**src/rtl/vga_timing_gen.sv**
```systemverilog
// vga_timing_gen: VGA raster counters, active flags, frame strobe/count; porch sync pulses under `VGA_TIMING_PORCH_SYNC_EN
module vga_timing_gen #(
  parameter int c_TOTAL_COLS    = 800,
  parameter int c_TOTAL_ROWS    = 525,
  parameter int c_ACTIVE_COLS   = 640,
  parameter int c_ACTIVE_ROWS   = 480,
  parameter int c_H_FRONT_PORCH = 16,
  parameter int c_H_SYNC_WIDTH  = 96,
  parameter int c_V_FRONT_PORCH = 10,
  parameter int c_V_SYNC_WIDTH  = 2
) (
  input  logic       i_Clk,
  input  logic       i_Rst_n,
  input  logic       i_Enable,
  output logic       o_HSync,
  output logic       o_VSync,
  output logic [9:0] o_Col_Count,
  output logic [9:0] o_Row_Count,
  output logic       o_Frame_Start,
  output logic [7:0] o_Frame_Count,
  output logic       o_HSync_Porch,
  output logic       o_VSync_Porch
);
  localparam logic [9:0]  c_COL_LAST = 10'(c_TOTAL_COLS - 1);
  localparam logic [9:0]  c_ROW_LAST = 10'(c_TOTAL_ROWS - 1);
  localparam logic [10:0] c_H_ACT    = 11'(c_ACTIVE_COLS);
  localparam logic [10:0] c_V_ACT    = 11'(c_ACTIVE_ROWS);

  if (c_ACTIVE_COLS + c_H_FRONT_PORCH + c_H_SYNC_WIDTH > c_TOTAL_COLS ||
      c_ACTIVE_ROWS + c_V_FRONT_PORCH + c_V_SYNC_WIDTH > c_TOTAL_ROWS ||
      c_TOTAL_COLS > 1024 || c_TOTAL_ROWS > 1024) begin : g_bad_cfg
    $error("vga_timing_gen: inconsistent timing parameters");
  end

  logic       r_First_Frame;
  logic       w_col_wrap;
  logic       w_frame_wrap;
  logic [9:0] w_col_next;
  logic [9:0] w_row_next;

  // next raster position; outputs register values derived from it so they stay aligned with the counts
  always_comb begin
    w_col_wrap   = o_Col_Count == c_COL_LAST;
    w_frame_wrap = w_col_wrap && (o_Row_Count == c_ROW_LAST);
    w_col_next   = w_col_wrap ? '0 : o_Col_Count + 10'd1;
    w_row_next   = !w_col_wrap ? o_Row_Count : (o_Row_Count == c_ROW_LAST) ? '0 : o_Row_Count + 10'd1;
  end

  // counters, active flags, frame strobe and frame count; reset parks on the last pixel of a frame
  always_ff @(posedge i_Clk or negedge i_Rst_n) begin
    if (!i_Rst_n) begin
      o_Col_Count   <= c_COL_LAST;
      o_Row_Count   <= c_ROW_LAST;
      o_HSync       <= 1'b0;
      o_VSync       <= 1'b0;
      o_Frame_Start <= 1'b0;
      o_Frame_Count <= '0;
      r_First_Frame <= 1'b1;
    end else if (i_Enable) begin
      o_Col_Count   <= w_col_next;
      o_Row_Count   <= w_row_next;
      o_HSync       <= {1'b0, w_col_next} < c_H_ACT;
      o_VSync       <= {1'b0, w_row_next} < c_V_ACT;
      o_Frame_Start <= w_frame_wrap;
      o_Frame_Count <= (w_frame_wrap && !r_First_Frame) ? o_Frame_Count + 8'd1 : o_Frame_Count;
      r_First_Frame <= 1'b0;
    end else begin
      o_Frame_Start <= 1'b0;
    end
  end

`ifdef VGA_TIMING_PORCH_SYNC_EN
  localparam logic [10:0] c_H_SYNC_START = 11'(c_ACTIVE_COLS + c_H_FRONT_PORCH);
  localparam logic [10:0] c_H_SYNC_END   = 11'(c_ACTIVE_COLS + c_H_FRONT_PORCH + c_H_SYNC_WIDTH);
  localparam logic [10:0] c_V_SYNC_START = 11'(c_ACTIVE_ROWS + c_V_FRONT_PORCH);
  localparam logic [10:0] c_V_SYNC_END   = 11'(c_ACTIVE_ROWS + c_V_FRONT_PORCH + c_V_SYNC_WIDTH);

  // active-low connector sync pulses, low only while the next position is inside the sync region
  always_ff @(posedge i_Clk or negedge i_Rst_n) begin
    if (!i_Rst_n) begin
      o_HSync_Porch <= 1'b1;
      o_VSync_Porch <= 1'b1;
    end else if (i_Enable) begin
      o_HSync_Porch <= !({1'b0, w_col_next} >= c_H_SYNC_START && {1'b0, w_col_next} < c_H_SYNC_END);
      o_VSync_Porch <= !({1'b0, w_row_next} >= c_V_SYNC_START && {1'b0, w_row_next} < c_V_SYNC_END);
    end
  end
`else
  assign o_HSync_Porch = 1'b1;
  assign o_VSync_Porch = 1'b1;
`endif
endmodule

```
**config.mk**
```make
export PLATFORM = sky130hd
export DESIGN_NAME = vga_timing_gen
export DESIGN_NICKNAME = d
export VERILOG_FILES = /design/src/rtl/vga_timing_gen.sv
export SDC_FILE = /design/constraint.sdc
export NUM_CORES = 1
export LEC_CHECK = 0
export BUFFER_PORTS_ARGS = -buffer_cell sky130_fd_sc_hd__buf_2
export CELL_PAD_IN_SITES_DETAIL_PLACEMENT = 1
export CELL_PAD_IN_SITES_GLOBAL_PLACEMENT = 1
export CORE_MARGIN = 8
export CORE_UTILIZATION = 40
export CTS_BUF_LIST = sky130_fd_sc_hd__clkbuf_8
export CTS_CLUSTER_DIAMETER = 80
export DETAILED_ROUTE_END_ITERATION = 16
export PLACE_DENSITY = 0.76
export SLEW_MARGIN = 20
export SYNTH_ARGS = -nofsm -noshare
export SYNTH_HDL_FRONTEND = slang
export SYNTH_SLANG_ARGS = --single-unit
```
**constraint.sdc**
```tcl
create_clock -name i_Clk -period 6.8 [get_ports i_Clk]
set_clock_uncertainty 0.15 [all_clocks]
set_input_delay 1.36 -clock i_Clk [delete_from_list [all_inputs] [get_ports i_Clk]]
set_output_delay 1.36 -clock i_Clk [all_outputs]
set_load 0.05 [all_outputs]
```
Yosys cells after proc, flatten, opt, wreduce, memory -nomap -nowiden --
Index checks and enable logic that the tools add are counted.
Word-level totals: input port bits 3, register bits 32, logic and storage cells 22
Cells by class: reduce and logical (&&, ||, !) cells 4, mux-type cells 4, equal/unequal tests 2, $lt $le $gt $ge 2, $add $sub $neg 3
Operator list (count):
- $mux W10 | 3
- $add A10 B1 Y10 const B | 2
- $eq A10 B10 Y1 const B | 2
- $lt A10 B10 Y1 const B | 1
- $lt A10 B9 Y1 const B | 1
- $add A8 B1 Y8 const B | 1
- $logic_and A1 B1 Y1 | 2
- $reduce_and A2 Y1 | 1
- $logic_not A1 Y1 | 1
- $mux W1 | 1

Depth between registers and ports, before layout --
depth in word-level cells 4, gate-level depth with buffers 8, depth with buffers taken out 7

Worst setup path before layout --
OpenSTA, ideal clock, no wires.
kind in2reg, from in i_Enable, to reg o_Row_Count[8], slack 4232 ps, setup time 144 ps, cell stages on the path 5, arrival time 2274 ps, path through nand4_1 -> clkbuf_1 -> nor3_1 -> nand3_1 -> xnor2_1
RTL lines:
- from (decl) | line 14 | input logic i_Enable,
- to (signal assigned) | line 53 | o_Row_Count <= c_ROW_LAST;
- to (signal assigned) | line 61 | o_Row_Count <= w_row_next;
- to (decl) | line 18 | output logic [9:0] o_Row_Count,

Final worst setup path --
from in i_Enable, to reg o_Frame_Count[1]
On the way: word-level cells in the longest chain between the ends 1
RTL lines:
- $reduce_and A2 Y1 (no line)
- to (signal assigned) | line 65 | o_Frame_Count <= (w_frame_wrap && !r_First_Frame) ? o_Frame_Count + 8'd1 : o_Frame_Count;
- to (decl) | line 20 | output logic [7:0] o_Frame_Count,
Every way passes these cells. A chain may end at the register's enable or synchronous reset.

==> impl_summary.log <==
[metrics] Post-Syn Area per Cell: approximately 9.9 um2
[metrics] Worst Path Class, Setup: in -> reg
[metrics] r2r setup slk: about 4 ns
[metrics] TritonCTS sink count: 32
[metrics] final RePlAce weighted congestion: ~0.83
[metrics] buffering stage count on the worst path with inverters included: 1
[metrics] Die Footprint: approximately 6500 um2
[metrics] fraction of registers with async set/reset: 1.00
[metrics] peak clock frequency supported by timing: about 330 MHz
[metrics] Setup crit end kind: register
[metrics] capture point of the worst reg-to-reg path: o_Frame_Count[1]
[metrics] Area Overhead vs Synth: 17.5%
[metrics] maximum VDD drop: a little under 0.2 mV
[metrics] height of the chip: 80.3 um
[metrics] top-area cell type share of the netlist area: 0.317
[metrics] Sum Neg Setup Slack: 0 ns
[metrics] First-pass DRT Iterations: 4
[metrics] Total GRT Usage: 0.143
[metrics] worst max-slew margin expressed relative to the limit: 0.546
[metrics] slew at the pin closest to its max-slew limit: just under 0.7 ns
[metrics] CP max FO: 20
[metrics] Slowest cell on crit path: sky130_fd_sc_hd__nand4_1
[metrics] initial standard-cell utilization of the core: 0.414
[metrics] number of violations reported at the end of detailed-routing iteration 0: 75
[metrics] fraction of layout instances using a drive strength above 1: 0.266
[metrics] post-route fraction of the period consumed by the critical path: 0.443
[metrics] count of endpoints failing hold in the final timing report: 0
[metrics] routed wire length per instance: about 17 um
[metrics] number of global-route vias before repair: between 1500 and 2000
[metrics] number of max-slew violations in the final report: 0
[metrics] net count of the finished layout: 209
[metrics] Post-synth EDFFs: 0
[metrics] number of rows created at floorplan: 23
[metrics] number of standard cells in the layout, taps in and fillers out: around 250
[metrics] Setup-failing EPs final: 0
[metrics] end point of the most critical hold path: o_Frame_Count[7]
[metrics] worst hold stages: 1
[metrics] Hold WS: 0.315 ns
[metrics] max-cap check violation count: 0
[metrics] top cell types by occurrence after synthesis: sky130_fd_sc_hd__dfrtp_1, sky130_fd_sc_hd__nand2_1
[metrics] number of buffers on the longest clock path: 2
[metrics] detailed-route DRC error count: 0
[metrics] most instantiated flip-flop cell in the synthesis netlist: sky130_fd_sc_hd__dfrtp_1
[metrics] number of I/O port buffers: 33
[metrics] part of the Yosys area used for sequential elements: 0.492
[metrics] antenna-violating nets left: 0
[metrics] # Post-CTS Setup Buffers: 0
[metrics] cell breakdown of the critical path: buf_2 > nand4_1 > nor3_4 > mux2_2
[metrics] area of the placeable core: between 4000 and 5000 um2
[metrics] leakage: ~0.89 nW
[metrics] family with the most delay on the worst path: simple AND/OR/NAND/NOR gates
[metrics] largest area contributor in the synthesized netlist: sky130_fd_sc_hd__dfrtp_1
[metrics] post-synthesis register bit count: 32
[metrics] worst-case reg-to-reg path depth: 5
[metrics] Cell Count Post-Placement: between 200 and 250
[metrics] CTS tree: built
[metrics] antenna diode count: 0
[metrics] startpoint of the most critical hold path: o_Frame_Count[7]
[metrics] number of gates resized after CTS: 0
[metrics] remaining global-route overflow: 0
[metrics] number of antenna violations at the first check in global routing: 0
[metrics] wire length reported by the detailed router: 4.26 mm
[metrics] kind of launch point of the worst setup path: input port
[metrics] power density over cell area: 293 nW/um2
[metrics] Via Count: ~1400
[metrics] sum of net half-perimeters after detailed placement: roughly 3.2 mm
[metrics] first-pass GRT wire length: about 7.4 mm
[metrics] Required @ worst endpoint: around 7 ns
[metrics] I/O Pins: 36
[metrics] maximum level of the CTS H-tree: 2
[metrics] clock transition at the registers of the reported paths: about 0.07 ns
[metrics] launch point of the worst reg-to-reg path: o_Col_Count[0]
[metrics] logic depth of the worst setup path including buffers: 4
[metrics] width of the chip: 80.3 um
[metrics] status: completed
[metrics] Yosys warnings: 0
[metrics] slowest stage delay, CP: approximately 0.49 ns
[metrics] routed via count divided by cell count: 5.64
[metrics] final critical path time including I/O delays and setup: approximately 3 ns
[metrics] Synth Instances: 167
[metrics] cell with the most instances after synthesis: sky130_fd_sc_hd__dfrtp_1
[metrics] buffer cell driving the clock tree root: sky130_fd_sc_hd__clkbuf_8
[metrics] post-synthesis instance area: between 1500 and 2000 um2
[metrics] leading cell types by total area after synthesis: sky130_fd_sc_hd__dfrtp_1, sky130_fd_sc_hd__dfstp_2, sky130_fd_sc_hd__xnor2_1
[metrics] Core Util, Final: 0.486
[metrics] TritonCTS Buffers: 5
[metrics] number of distinct standard cells referenced by the synthesized netlist: 39
[metrics] later-pin clock latency in the skew report: roughly 0.28 ns
[metrics] Tightest Hold Check Type: reg -> reg
[metrics] RSZ-0062 raised after global routing: no
[metrics] arrival time reported for the critical path endpoint: just over 3 ns
[metrics] maximum number of pins on one net before global-route repair: 33
[metrics] number of hold-repair buffers added at the cts stage: 0
[metrics] count of fill cells added during filler insertion: 486
-- per-stage QoR --
| step | power [W] | worst slack [ns] | area (um2) |
|---|---|---|---|
| 3_3_place_gp | 0.000423 | 3.56 | 1860 |
| 6_report | 0.000571 | 3.79 | 1950 |
| 4_1_cts | 0.000576 | 3.78 | 1950 |
| 3_5_place_dp | 0.000429 | 3.49 | 1860 |
| 2_1_floorplan | 0.000382 | 4.23 | 1660 |
| 5_1_grt | 0.000597 | 3.65 | 1950 |
-- kinds of logic after synthesis --
| family | after synthesis | synth area share |
|---|---|---|
| multiplexers | 3 | 0.0189 |
| other | 1 | 0.00227 |
| buffers and inverters | 13 | 0.0348 |
| AO/OA/AOI/OAI | 26 | 0.101 |
| XOR/XNOR | 15 | 0.0794 |
| flip-flops | 32 | 0.492 |
| AND/OR/NAND/NOR | 73 | 0.242 |
| adder cells (fa/ha/maj) | 4 | 0.0302 |
-- sequential cells by signal, summed over array words and instances, names as in the netlist --
signal,flops
o_Row_Count,10
o_Frame_Start,1
o_HSync,1
o_Frame_Count,8
r_First_Frame,1
o_VSync,1
o_Col_Count,10
-- worst max-delay path by stage --
stage | from | to | slack [ns]
floorplan | i_Enable | o_Row_Count[8] | 4.23
global placement | i_Enable | o_Frame_Count[1] | 3.56
detailed placement | i_Enable | o_Frame_Count[1] | 3.49
CTS | i_Enable | o_Frame_Count[1] | 3.78
global route | i_Enable | o_Frame_Count[1] | 3.65
finish | i_Enable | o_Frame_Count[1] | 3.79
-- cells in the final DEF (no fill, tap or decap), types with 2 or more instances in the layout --
cell type	instances
sky130_fd_sc_hd__a211oi_1	2
sky130_fd_sc_hd__a21oi_1	3
sky130_fd_sc_hd__and2_1	2
sky130_fd_sc_hd__and3_1	5
sky130_fd_sc_hd__buf_2	33
sky130_fd_sc_hd__clkbuf_8	6
sky130_fd_sc_hd__conb_1	2
sky130_fd_sc_hd__dfrtp_1	21
sky130_fd_sc_hd__dfstp_2	11
sky130_fd_sc_hd__ha_1	4
sky130_fd_sc_hd__inv_1	9
sky130_fd_sc_hd__mux2i_1	2
sky130_fd_sc_hd__nand2_1	14
sky130_fd_sc_hd__nand3_1	11
sky130_fd_sc_hd__nand4_1	11
sky130_fd_sc_hd__nor2_1	11
sky130_fd_sc_hd__nor2b_1	2
sky130_fd_sc_hd__nor3_1	6
sky130_fd_sc_hd__nor4_1	4
sky130_fd_sc_hd__o21ai_0	11
sky130_fd_sc_hd__o31ai_1	2
sky130_fd_sc_hd__or4_1	2
sky130_fd_sc_hd__xnor2_1	11
sky130_fd_sc_hd__xor2_1	4
-- routing by layer --
layer,global-route usage,vias up,part of all wire
met2,0.244,34,0.50
met1,0.168,718,0.43
met4,0.0491,0,0.011
met5,0,-,0
met3,0.0379,5,0.052
li1,-,671,-
-- area by class of cell --
cell class / instances / area (um2) / area share
clock buffer: 6 / 82.6 / 0.0424
clock inverter: 2 / 7.51 / 0.00386
inverter: 7 / 26.3 / 0.0135
multi-input combinational: 123 / 787 / 0.405
sequential: 32 / 815 / 0.419
tap: 50 / 62.6 / 0.0322
timing repair buffer: 33 / 165 / 0.0849
-- where the power goes --
part / total [W] / internal (W) / switching, W / leakage, nW
clock: 0.000145 / 0.0000794 / 0.0000656 / 0.0538
sequential: 0.000260 / 0.000224 / 0.0000357 / 0.391
combinational: 0.000166 / 0.0000408 / 0.000125 / 0.442
(Power assumes the default switching activity.)
